File: src/rtl/uart_rx_oversampled.sv
// 8N1 UART receiver with 16x oversampling and a level ready/ack handshake.
// Define UART_RX_PARITY_EN for 8E1 framing with a parity_error pulse.
module uart_rx_oversampled #(
  parameter int CLOCK_RATE = 25000000,
  parameter int BAUD_RATE  = 57600,
  parameter int OVERSAMPLE = 16,
  parameter int TICK_DIV   = CLOCK_RATE / (BAUD_RATE * OVERSAMPLE)
) (
  input  logic       Clock,
  input  logic       reset,
  input  logic       rx,
  input  logic       data_ack,
  output logic [7:0] data_out,
  output logic       data_ready,
  output logic       frame_error,
  output logic       overrun,
`ifdef UART_RX_PARITY_EN
  output logic       parity_error,
`endif
  output logic       busy
);

  localparam int CW = (TICK_DIV > 1) ? $clog2(TICK_DIV) : 1;
  localparam int SW = $clog2(OVERSAMPLE);
  localparam logic [CW-1:0] TICK_LAST   = CW'(TICK_DIV - 1);
  localparam logic [SW-1:0] SAMPLE_LAST = SW'(OVERSAMPLE - 1);
  localparam logic [SW-1:0] SAMPLE_MID  = SW'(OVERSAMPLE / 2 - 1);

  typedef enum logic [2:0] {
    IDLE      = 3'd0,
    START     = 3'd1,
    DATA      = 3'd2,
    PARITY    = 3'd3,
    STOP      = 3'd4,
    WAIT_IDLE = 3'd5
  } state_t;

  state_t        state;
  logic [1:0]    sync;
  logic          rx_s;
  logic [CW-1:0] tick_cnt;
  logic          tick;
  logic [SW-1:0] sample_cnt;
  logic [2:0]    bit_cnt;
  logic [7:0]    shift;
`ifdef UART_RX_PARITY_EN
  logic          par_bit;
`endif

  assign rx_s = sync[1];
  assign tick = (tick_cnt == TICK_LAST);

  // Two-flop synchroniser; resets to the idle line level
  always_ff @(posedge Clock or posedge reset) begin
    if (reset) sync <= 2'b11;
    else       sync <= {sync[0], rx};
  end

  // Free-running oversample tick divider
  always_ff @(posedge Clock or posedge reset) begin
    if (reset)     tick_cnt <= '0;
    else if (tick) tick_cnt <= '0;
    else           tick_cnt <= tick_cnt + CW'(1);
  end

  // Receive FSM with registered outputs and handshake
  always_ff @(posedge Clock or posedge reset) begin
    if (reset) begin
      state       <= IDLE;
      sample_cnt  <= '0;
      bit_cnt     <= 3'd0;
      shift       <= 8'h00;
      data_out    <= 8'h00;
      data_ready  <= 1'b0;
      frame_error <= 1'b0;
      overrun     <= 1'b0;
      busy        <= 1'b0;
`ifdef UART_RX_PARITY_EN
      par_bit      <= 1'b0;
      parity_error <= 1'b0;
`endif
    end else begin
      frame_error <= 1'b0;
      overrun     <= 1'b0;
`ifdef UART_RX_PARITY_EN
      parity_error <= 1'b0;
`endif
      if (data_ack && data_ready) data_ready <= 1'b0;
      case (state)
        IDLE: begin
          if (!rx_s) begin
            state      <= START;
            sample_cnt <= '0;
            busy       <= 1'b1;
          end
        end
        START: begin
          if (tick) begin
            if (sample_cnt == SAMPLE_MID) begin
              sample_cnt <= '0;
              bit_cnt    <= 3'd0;
              if (!rx_s) begin
                state <= DATA;
              end else begin
                state <= IDLE;
                busy  <= 1'b0;
              end
            end else begin
              sample_cnt <= sample_cnt + SW'(1);
            end
          end
        end
        DATA: begin
          if (tick) begin
            if (sample_cnt == SAMPLE_LAST) begin
              sample_cnt <= '0;
              shift      <= {rx_s, shift[7:1]};
              bit_cnt    <= bit_cnt + 3'd1;
              if (bit_cnt == 3'd7) begin
`ifdef UART_RX_PARITY_EN
                state <= PARITY;
`else
                state <= STOP;
`endif
              end
            end else begin
              sample_cnt <= sample_cnt + SW'(1);
            end
          end
        end
`ifdef UART_RX_PARITY_EN
        PARITY: begin
          if (tick) begin
            if (sample_cnt == SAMPLE_LAST) begin
              sample_cnt <= '0;
              par_bit    <= rx_s;
              state      <= STOP;
            end else begin
              sample_cnt <= sample_cnt + SW'(1);
            end
          end
        end
`endif
        STOP: begin
          if (tick) begin
            if (sample_cnt == SAMPLE_LAST) begin
              sample_cnt <= '0;
              if (rx_s) begin
                // A completing byte wins over a same-cycle ack
                data_out   <= shift;
                data_ready <= 1'b1;
                overrun    <= data_ready && !data_ack;
                state      <= IDLE;
                busy       <= 1'b0;
`ifdef UART_RX_PARITY_EN
                parity_error <= ^{shift, par_bit};
`endif
              end else begin
                frame_error <= 1'b1;
                state       <= WAIT_IDLE;
              end
            end else begin
              sample_cnt <= sample_cnt + SW'(1);
            end
          end
        end
        WAIT_IDLE: begin
          if (rx_s) begin
            state <= IDLE;
            busy  <= 1'b0;
          end
        end
        default: begin
          state <= IDLE;
          busy  <= 1'b0;
        end
      endcase
    end
  end

endmodule

File: config.mk
export PLATFORM = sky130hd
export DESIGN_NAME = uart_rx_oversampled
export DESIGN_NICKNAME = d
export VERILOG_FILES = /design/src/rtl/uart_rx_oversampled.sv
export SDC_FILE = /design/constraint.sdc
export NUM_CORES = 1
export LEC_CHECK = 0
export BUFFER_PORTS_ARGS = -buffer_cell sky130_fd_sc_hd__buf_2
export CELL_PAD_IN_SITES_DETAIL_PLACEMENT = 0
export CELL_PAD_IN_SITES_GLOBAL_PLACEMENT = 1
export CORE_MARGIN = 4
export CORE_UTILIZATION = 42
export CTS_CLUSTER_SIZE = 25
export DETAILED_ROUTE_END_ITERATION = 7
export PLACE_DENSITY = 0.8
export SLEW_MARGIN = 20
export SYNTH_ARGS = -nofsm -noshare
export SYNTH_HDL_FRONTEND = slang
export SYNTH_SLANG_ARGS = --single-unit
File: constraint.sdc
create_clock -name Clock -period 1.88 [get_ports Clock]
set_input_delay 0.188 -clock Clock [delete_from_list [all_inputs] [get_ports Clock]]
set_output_delay 0.188 -clock Clock [all_outputs]
set_load 0.005 [all_outputs]
==> results by group, run 1 <==
Cells and area
  – # fillers: 371
  – Final net count: 190
  – Share of cells above drive strength 1: 37.9%
  – Layout Area Growth over Synthesis: 19.1%
  – Commonest non-fill, non-tap cell in the layout: dfrtp_1
  – # diodes: 0
  – Area of the multi-input gates: 816 um2
  – Storage cell area: 928 um2
  – Most frequent cells in the layout: dfrtp_1, mux2_2, buf_2

Clock tree
  – CTS sink cnt: 37
  – CTS tree: built
  – CTS root buf: clkbuf_8
  – Longest Clk Path Bufs: 2
  – Total CTS buffers: 5
  – Worst-Skew Late Latency: 290 ps
  – Worst-path clk slew: 70 ps
  – H-tree levels: 2

Power and ir drop
  – P_leak: 0.993 nW
  – PwrDens: 641 nW/um2
  – Worst IR Drop VDD: 0.514 mV

Timing
  – Slew @ Worst Pin: 465 ps
  – Final Cycle Share: 97.0%
  – PnR worst setup slack: 56.3 ps
  – Max Fclk: 548 MHz
  – WHS: 3.16 ps
  – Post-Route Skew: 12.0 ps
  – Max-Slew Margin vs Limit: 69.0%
  – Final setup fails: 0
  – Final hold violations: 0
  – Min Tclk post-route: 1820 ps
  – Max Slew Vio Count: 0

Logic synthesis
  – Register area share after synthesis: 52.6%
  – Seq cells post-synth: 37
  – Synth warn: 0
  – Post-synth EDFFs: 0
  – Post-Syn Instances: 150
  – Yosys top cell area share: 49.6%
  – Mapped Nets: 159
  – Leading area contributor after synthesis: dfrtp_1
  – Post-synth ARST share: 100%
  – Synth unique cells: 50
  – Most area-consuming cells after synthesis: dfrtp_1, mux2_2, ha_1
  – Synth Cell Area: 1760 um2
  – Mean Syn Cell Area: 11.8 um2
  – Ys flop type: dfrtp_1

GRT
  – Global-route wire length before repair: 6.07 mm
  – Total global-route track usage: 14.9%
  – Initial antenna violation count: 0
  – Largest net degree at the start of global routing: 38
  – GRT Residual Overflow: 0
  – Vias in the first global route: 1316

Die
  – Core ar.: 4030 um2
  – Chip height: 72.8 um
  – Die ar.: 5300 um2
  – Chip Width: 72.8 um
  – # IOs: 16
  – Starting density of the core: 43.8%
  – FP Rows: 23

Critical path
  – Worst setup SP type: flip-flop
  – Slowest cell on crit path: dfrtp_1
  – Critical path required time: 2040 ps
  – Worst path cell trace: inv_1, ha_2, and4b_2, and3_4, nand4_4, mux2_2
  – Crit-path max cell delay: 410 ps
  – Crit Path Class: flip-flop to flip-flop
  – Worst-path fanout max: 10
  – R2r setup slk: 60 ps
  – Crit path DAT: 1990 ps
  – Crit end category: flip-flop

Drt
  – Violation count after the first detailed-routing iteration: 89
  – DRT Pass-1 Iters: 4
  – Uppermost layer routed: met4
  – Post-route ant nets: 0
  – Final WL: 3.62 mm
  – Avg WL per Cell: 15.6 um
  – Via Count: 1278
  – Metal2 WL: 1.81 mm
  – Met1 Routed Length: 1.60 mm
  – Via/cell ratio: 5.51
  – Post-route DRC: 0
  – Routed wire length on met3: 143 um

Worst hold path
  – Hold Path Class: primary input to asynchronous set/reset pin

Job
  – Max_cap viols: 0

Placement
  – GP Congestion: 0.806
  – Dpl ws: 12.4 ps
  – PortBufs: 15
  – Dpl hpwl: 2.54 mm

Status
  – Outcome: finished, final reports clean
-- final timing paths --
kind,startpoint,end,cells past startpoint
setup / recovery,tick_cnt[0]$_DFF_PP0_,data_out[0]$_DFFE_PP0P_,6
hold / removal,reset,shift[6]$_DFFE_PP0P_,3
setup reg to reg,tick_cnt[0]$_DFF_PP0_,data_out[0]$_DFFE_PP0P_,6
hold reg to reg,sync[0]$_DFF_PP1_,sync[1]$_DFF_PP1_,0
max in group asynchronous,reset,sync[1]$_DFF_PP1_,3
min in group Clock,data_ack,overrun$_DFF_PP0_,3
-- what timing repair did --
action | CTS | global route
endpoints found under the hold margin | 1 | 0
hold buffers | 1 | 0
resized for setup | 0 | 10
setup endpoints to repair | 0 | 19
setup buffers | 0 | 2
-- report_power, final --
part | internal [mW] | switching (mW)
Combinational | 0.00673 | 0.0167
Clock | 0.260 | 0.259
Sequential | 0.800 | 0.00369
-- state kept, by name (all words and copies together), names as in the netlist --
register,count
data_ready,1
tick_cnt,5
shift,8
frame_error,1
sync,2
bit_cnt,3
sample_cnt,4
state,3
overrun,1
busy,1
data_out,8
-- critical path, delay by kind of cell (launching register included) --
kind / cells / cell delay (ps)
adder cells (fa/ha/maj): 1 / 190
buffers and inverters: 1 / 80
flip-flops: 1 / 410
multiplexers: 1 / 330
AND/OR/NAND/NOR: 3 / 700
-- kinds of logic (layout without fill, tap and decap cells) --
kind of cell / after synthesis / count (layout) / share of synthesized area [%]
XOR/XNOR: 2 / 2 / 0.993
AND/OR/NAND/NOR: 48 / 48 / 16.2
multiplexers: 16 / 16 / 10.2
AO/OA/AOI/OAI: 30 / 30 / 13.0
flip-flops: 37 / 37 / 52.6
adder cells (fa/ha/maj): 5 / 5 / 3.55
buffers and inverters: 12 / 44 / 3.47
-- layer usage --
layer  GRT usage, %  vias to the layer above
met3           4.27                        5
li1               -                      614
met4           6.35                        0
met1           18.1                      636
met5              0                        -
met2           24.6                       23
-- cell type report --
type                            count  area share (%)
Sequential cell                    37            44.2
Multi-Input combinational cell    101            38.8
Timing Repair Buffer               30            9.05
Clock buffer                        7            3.63
Tap cell                           50            2.98
Inverter                            6            1.07
Clock inverter                      1           0.238
-- cells in the mapped netlist, drive strengths merged (2+ instances only) --
cell / count
a22o: 3
a32o: 2
buf: 4
clkbuf: 2
dfrtp: 35
dfstp: 2
ha: 5
inv: 6
mux2: 16
nand2: 8
nand2b: 3
nand3: 8
nand4: 4
nor2: 11
nor2b: 2
nor3b: 2
o211ai: 2
o21ai: 9
-- stage by stage --
stage	power [mW]	instances	util, %	setup TNS, ps	area (um2)
3_3_place_gp	0.840	221	48.5	0	1950
4_1_cts	1.36	230	50.7	0	2040
6_report	1.35	232	52.1	0	2100
5_1_grt	1.40	232	52.1	-27.8	2100
2_1_floorplan	0.833	150	-	0	1760
3_5_place_dp	0.841	221	48.5	0	1950
Power figures use the tool's default switching activity.
==> run 2, diff against run 1 <==
--- a/config.mk
+++ b/config.mk
@@ -10,8 +10,9 @@
 export CELL_PAD_IN_SITES_GLOBAL_PLACEMENT = 1
 export CORE_MARGIN = 4
-export CORE_UTILIZATION = 42
+export CORE_UTILIZATION = 44
+export CTS_BUF_LIST = sky130_fd_sc_hd__clkbuf_4
 export CTS_CLUSTER_SIZE = 25
 export DETAILED_ROUTE_END_ITERATION = 7
-export PLACE_DENSITY = 0.8
+export PLACE_DENSITY = 0.83
 export SLEW_MARGIN = 20
 export SYNTH_ARGS = -nofsm -noshare
==> constraint.sdc (replaced) <==
create_clock -name Clock -period 1.88 [get_ports Clock]
set_input_delay 0.188 -clock Clock [delete_from_list [all_inputs] [get_ports Clock]]
set_output_delay 0.188 -clock Clock [all_outputs]
set_load 0.01 [all_outputs]
==> results by group, run 2 (synthesis gave the netlist of run 1 again) <==
Status
  – Outcome: finished, final reports clean (unchanged)

Critical path
  – Worst-path fanout max: 10 (unchanged)
  – Slowest cell on crit path: dfrtp_1 (unchanged)
  – Crit end category: flip-flop (unchanged)
  – Worst path cell trace: inv_1, ha_1, and4b_2, and3_4, nand4_4, mux2_2 (was inv_1, ha_2, and4b_2, and3_4, nand4_4, mux2_2)
  – FF-to-FF path depth: 6 (unchanged)
  – Crit Path Class: flip-flop to flip-flop (unchanged)
  – Crit-path max cell delay: 390 ps (was 410 ps)
  – Crit path DAT: 2050 ps (was 1990 ps)
  – Critical path required time: 2130 ps (was 2040 ps)
  – Worst setup SP type: flip-flop (unchanged)

Drt
  – Post-route ant nets: 0 (unchanged)
  – Avg WL per Cell: 15.1 um (was 15.6 um)
  – Violation count after the first detailed-routing iteration: 106 (was 89)
  – DRT Pass-1 Iters: 4 (unchanged)
  – Via/cell ratio: 5.64 (was 5.51)
  – Post-route DRC: 0 (unchanged)
  – Final WL: 3.43 mm (was 3.62 mm)
  – Via Count: 1281 (was 1278)

Clock tree
  – Total CTS buffers: 5 (unchanged)
  – CTS sink cnt: 37 (unchanged)
  – H-tree levels: 2 (unchanged)
  – Longest Clk Path Bufs: 2 (unchanged)
  – CTS root buf: clkbuf_4 (was clkbuf_8)
  – Worst-path clk slew: 110 ps (was 70 ps)
  – CTS tree: built (unchanged)
  – Worst-Skew Late Latency: 360 ps (was 290 ps)

Cells and area
  – Non-Filler Instances: 227 (was 232)
  – # diodes: 0 (unchanged)
  – Final net count: 187 (was 190)
  – Layout Area Growth over Synthesis: 16.3% (was 19.1%)
  – Biggest regs: data_out (8), shift (8), tick_cnt (5) (unchanged)
  – Most frequent cells in the layout: dfrtp_1, mux2_2, buf_2 (unchanged)
  – Share of cells above drive strength 1: 34.6% (was 37.9%)
  – Commonest non-fill, non-tap cell in the layout: dfrtp_1 (unchanged)

Placement
  – Placed cells: 216 (was 221)
  – GP Congestion: 0.911 (was 0.806)
  – PortBufs: 15 (unchanged)
  – Dpl ws: 1.22 ps (was 12.4 ps)
  – Dpl hpwl: 2.41 mm (was 2.54 mm)

Timing
  – Final Cycle Share: 95.4% (was 97.0%)
  – Final setup fails: 0 (unchanged)
  – Slew @ Worst Pin: 447 ps (was 465 ps)
  – Final hold violations: 0 (unchanged)
  – Max Slew Vio Count: 0 (unchanged)
  – Max-Slew Margin vs Limit: 70.2% (was 69.0%)
  – Post-Route Skew: 6.09 ps (was 12.0 ps)
  – PnR worst setup slack: 86.7 ps (was 56.3 ps)
  – Min Tclk post-route: 1790 ps (was 1820 ps)
  – RSZ-0062 raised after global routing: yes
  – Max Fclk: 558 MHz (was 548 MHz)

Job
  – Max_cap viols: 0 (unchanged)

Die
  – Starting density of the core: 46.8% (was 43.8%)
  – Core ar.: 3770 um2 (was 4030 um2)
  – Die ar.: 5090 um2 (was 5300 um2)
  – Chip Width: 71.3 um (was 72.8 um)
  – # IOs: 16 (unchanged)
  – Chip height: 71.3 um (was 72.8 um)
  – FP Rows: 22 (was 23)

Power and ir drop
  – PwrDens: 683 nW/um2 (was 641 nW/um2)
  – P_leak: 0.974 nW (was 0.993 nW)
  – Worst IR Drop VDD: 0.715 mV (was 0.514 mV)

GRT
  – Initial antenna violation count: 0 (unchanged)
  – Vias in the first global route: 1400 (was 1316)
  – GRT Residual Overflow: 0 (unchanged)
  – Global-route wire length before repair: 6.35 mm (was 6.07 mm)
  – Total global-route track usage: 15.7% (was 14.9%)
  – Largest net degree at the start of global routing: 38 (unchanged)

Worst hold path
  – Hold Path Class: primary input to flip-flop (was primary input to asynchronous set/reset pin)
  – Cell count of the worst hold path: 3
## run 2: cell count changes in the layout (fill, tap and decap cells not counted), sizes merged
cell / previous run / this run
bufinv: 0 / 1
clkbuf: 7 / 5
clkinvlp: 0 / 1
buf: 29 / 25
dlygate4sd3: 1 / 2
## run 2: worst paths after layout
path | to | start | slack (ps)
worst max-delay path | data_out[7]$_DFFE_PP0P_ | tick_cnt[0]$_DFF_PP0_ | 90
worst min-delay path | overrun$_DFF_PP0_ | data_ack | 80
worst max register to register | data_out[7]$_DFFE_PP0P_ | tick_cnt[0]$_DFF_PP0_ | 90
worst min register to register | sync[1]$_DFF_PP1_ | sync[0]$_DFF_PP1_ | 370
max in group asynchronous | sync[0]$_DFF_PP1_ | reset | 1080
min in group asynchronous | data_out[2]$_DFFE_PP0P_ | reset | 460
## run 2: timing repair
action | CTS | global route
hold buffers | 2 | 0
setup buffers | 0 | 1
resized for setup | 1 | 4
pin swaps | 0 | 3
setup endpoints to repair | 1 | 21
hold endpoints to repair | 36 | 0
## run 2: per-stage QoR
step	hold slack, ps	cell area, um2	setup TNS [ps]	utilization [%]	total power, mW
6_report	80.3	2050	0	54.4	1.40
5_1_grt	99.1	2050	-11.6	54.4	1.46
3_3_place_gp	293	1930	0	51.1	0.840
4_1_cts	65.0	2030	0	53.9	1.42
2_1_floorplan	192	1760	0	-	0.833
3_5_place_dp	296	1930	0	51.1	0.842
## run 2: worst max-delay path, delay by kind of cell, from the launching register on
kind | cells | cell delay [ps]
flip-flops | 1 | 390
buffers and inverters | 1 | 50
adder cells (fa/ha/maj) | 1 | 170
multiplexers | 1 | 340
AND/OR/NAND/NOR | 3 | 730
## run 2: cell type report
type / count / area, um2
fillers: 314 / 1720
flip-flops and latches: 37 / 928
multi-input cells: 101 / 787
repair buffers: 27 / 170
well taps: 48 / 60.1
clock inverters: 3 / 46.3
clock buffers: 5 / 37.5
inverters: 6 / 22.5
## run 2: report_power, final
group / total (mW) / internal, mW / switching, mW / leakage (nW)
logic: 0.0249 / 0.00808 / 0.0169 / 0.453
registers: 0.803 / 0.800 / 0.00382 / 0.480
clock network: 0.574 / 0.281 / 0.293 / 0.0414
total: 1.40 / 1.09 / 0.313 / 0.974
## run 2: per-layer routing
layer | track usage (%) | up-vias | share of wire, %
met1 | 20.0 | 620 | 43
met5 | 0 | - | 0
li1 | - | 609 | -
met3 | 3.65 | 12 | 4.9
met2 | 24.4 | 40 | 48
met4 | 9.19 | 0 | 3.5
==> run 3, diff against run 2 <==
- CORE_UTILIZATION: 44 -> 40
- PLACE_DENSITY: 0.83 -> 0.77
==> results by group, run 3 (synthesis gave the netlist of run 1 again) <==
Status
  – Outcome: finished, final reports clean (unchanged)

GRT
  – Initial antenna violation count: 0 (unchanged)
  – Most Crowded Layer GR: met2 (unchanged)
  – Met3 Usage GRT: 4.05% (was 3.65%)
  – Met2 usage: 21.1% (was 24.4%)
  – Total global-route track usage: 13.8% (was 15.7%)
  – Global-route wire length before repair: 5.82 mm (was 6.35 mm)
  – Grt met1 use: 17.8% (was 20.0%)
  – GRT Residual Overflow: 0 (unchanged)
  – Vias in the first global route: 1317 (was 1400)
  – Largest net degree at the start of global routing: 38 (unchanged)

Cells and area
  – Layout Area Growth over Synthesis: 17.4% (was 16.3%)
  – # diodes: 0 (unchanged)
  – Biggest regs: data_out (8), shift (8), tick_cnt (5) (unchanged)
  – Non-Filler Instances: 231 (was 227)
  – Share of cells above drive strength 1: 35.9% (was 34.6%)
  – Final Cell Area: 2070 um2 (was 2050 um2)
  – Final net count: 189 (was 187)
  – Most frequent cells in the layout: dfrtp_1, mux2_2, buf_2 (unchanged)
  – Commonest non-fill, non-tap cell in the layout: dfrtp_1 (unchanged)
  – # fillers: 387 (was 314)

Placement
  – Placed cells: 220 (was 216)
  – PortBufs: 15 (unchanged)
  – Post-place instance area: 1950 um2 (was 1930 um2)
  – Dpl hpwl: 2.37 mm (was 2.41 mm)
  – GP Congestion: 0.858 (was 0.911)

Timing
  – Post-Route Skew: 9.71 ps (was 6.09 ps)
  – RSZ-0062 raised after global routing: yes (unchanged)
  – Slew @ Worst Pin: 441 ps (was 447 ps)
  – Final Cycle Share: 96.1% (was 95.4%)
  – Min Tclk post-route: 1810 ps (was 1790 ps)
  – Max-Slew Margin vs Limit: 70.6% (was 70.2%)
  – Final setup fails: 0 (unchanged)
  – Max Fclk: 553 MHz (was 558 MHz)
  – Final hold violations: 0 (unchanged)
  – Setup TNS: 0 ps (unchanged)
  – Max Slew Vio Count: 0 (unchanged)
  – WHS: 106 ps (was 80.3 ps)

Clock tree
  – CTS sink cnt: 37 (unchanged)
  – Total CTS buffers: 5 (unchanged)
  – CTS root buf: clkbuf_4 (unchanged)
  – Longest Clk Path Bufs: 2 (unchanged)
  – Worst-Skew Late Latency: 340 ps (was 360 ps)
  – Worst-path clk slew: 110 ps (about the same)
  – H-tree levels: 2 (unchanged)
  – CTS tree: built (unchanged)

Die
  – Chip Width: 74.4 um (was 71.3 um)
  – Chip height: 74.4 um (was 71.3 um)
  – Starting density of the core: 42.6% (was 46.8%)
  – Die ar.: 5540 um2 (was 5090 um2)
  – # IOs: 16 (unchanged)
  – FP Rows: 23 (was 22)
  – Core ar.: 4140 um2 (was 3770 um2)

Drt
  – Post-route ant nets: 0 (unchanged)
  – Post-route DRC: 0 (unchanged)
  – Via/cell ratio: 5.57 (was 5.64)
  – Via Count: 1287 (was 1281)
  – Violation count after the first detailed-routing iteration: 65 (was 106)
  – Final WL: 3.25 mm (was 3.43 mm)
  – Avg WL per Cell: 14.1 um (was 15.1 um)
  – DRT Pass-1 Iters: 4 (unchanged)

Critical path
  – Crit-path max cell delay: 390 ps (about the same)
  – Slowest cell on crit path: dfrtp_1 (unchanged)
  – Crit path DAT: 2040 ps (was 2050 ps)
  – Critical path required time: 2120 ps (was 2130 ps)
  – WP buf/inv: 1 (unchanged)
  – Worst setup SP type: flip-flop (unchanged)
  – Worst-path fanout max: 8 (was 10)
  – Critical path's top delay family: simple AND/OR/NAND/NOR gates (unchanged)
  – Crit Path Class: flip-flop to flip-flop (unchanged)
  – Crit end category: flip-flop (unchanged)
  – Worst path cell trace: inv_1, ha_1, and4b_2, nand3_2, nor2_4, mux2_2 (was inv_1, ha_1, and4b_2, and3_4, nand4_4, mux2_2)

Worst hold path
  – Hold Path Class: primary input to flip-flop (unchanged)

Power and ir drop
  – P_leak: 0.985 nW (was 0.974 nW)
  – Worst IR Drop VDD: 0.410 mV (was 0.715 mV)
  – PwrDens: 657 nW/um2 (was 683 nW/um2)

Job
  – Max_cap viols: 0 (unchanged)
-- run 3: changes by cell type in the layout (fill, tap and decap cells not counted), sizes merged --
cell | before | now
buf | 25 | 27
-- run 3: path summary, 6_finish.rpt --
| check | start | depth (start not counted) | end | slack (ps) |
|---|---|---|---|---|
| max | tick_cnt[0]$_DFF_PP0_ | 6 | shift[3]$_DFFE_PP0P_ | 70 |
| min | data_ack | 3 | overrun$_DFF_PP0_ | 110 |
| max reg2reg | tick_cnt[0]$_DFF_PP0_ | 6 | shift[3]$_DFFE_PP0P_ | 70 |
| min reg2reg | sync[0]$_DFF_PP1_ | 0 | sync[1]$_DFF_PP1_ | 360 |
| max in group asynchronous | reset | 4 | sync[1]$_DFF_PP1_ | 1070 |
| min in group asynchronous | reset | 4 | shift[6]$_DFFE_PP0P_ | 470 |
-- run 3: timing repair --
item	in CTS	in global routing
hold buffers	2	0
gates resized for setup	0	7
buffers inserted	0	1
endpoints found under the setup margin	2	18
hold endpoints to repair	36	0
pin swaps	1	2
-- run 3: layout make-up --
cell class              count  area, um2  share of cell area (%)
inverters                   6       22.5                    1.09
well taps                  50       62.6                    3.02
flip-flops and latches     37        930                    44.9
multi-input cells         101        792                    38.2
repair buffers             29        185                    8.94
clock buffers               5       37.5                    1.81
clock inverters             3       41.3                    1.99
-- run 3: worst min-delay path, delay by kind of cell --
kind / cells / cell delay (ps)
simple gates: 2 / 150
buf+inv: 1 / 70
-- run 3: metal layers --
metal  vias to the layer above  share of wire [%]
li1                        614                  -
met5                         -                  0
met4                         0                3.0
met3                        13                4.5
met1                       628                 46
met2                        32                 46
-- run 3: stage by stage --
step / total power [mW] / worst slack [ps] / utilization (%)
final: 1.36 / 73.1 / 50.0
after global routing: 1.43 / -7.64 / 50.0
after CTS: 1.38 / 19.6 / 49.3
after detailed placement: 0.841 / 0.755 / 47.0
after global placement: 0.840 / 86.8 / 47.0
after floorplan: 0.833 / 106 / -
-- run 3: where the power goes --
group          switching [mW]  internal [mW]  total, mW
clock network           0.259          0.275      0.534
registers             0.00339          0.799      0.803
logic                  0.0163        0.00807     0.0243
total                   0.279           1.08       1.36
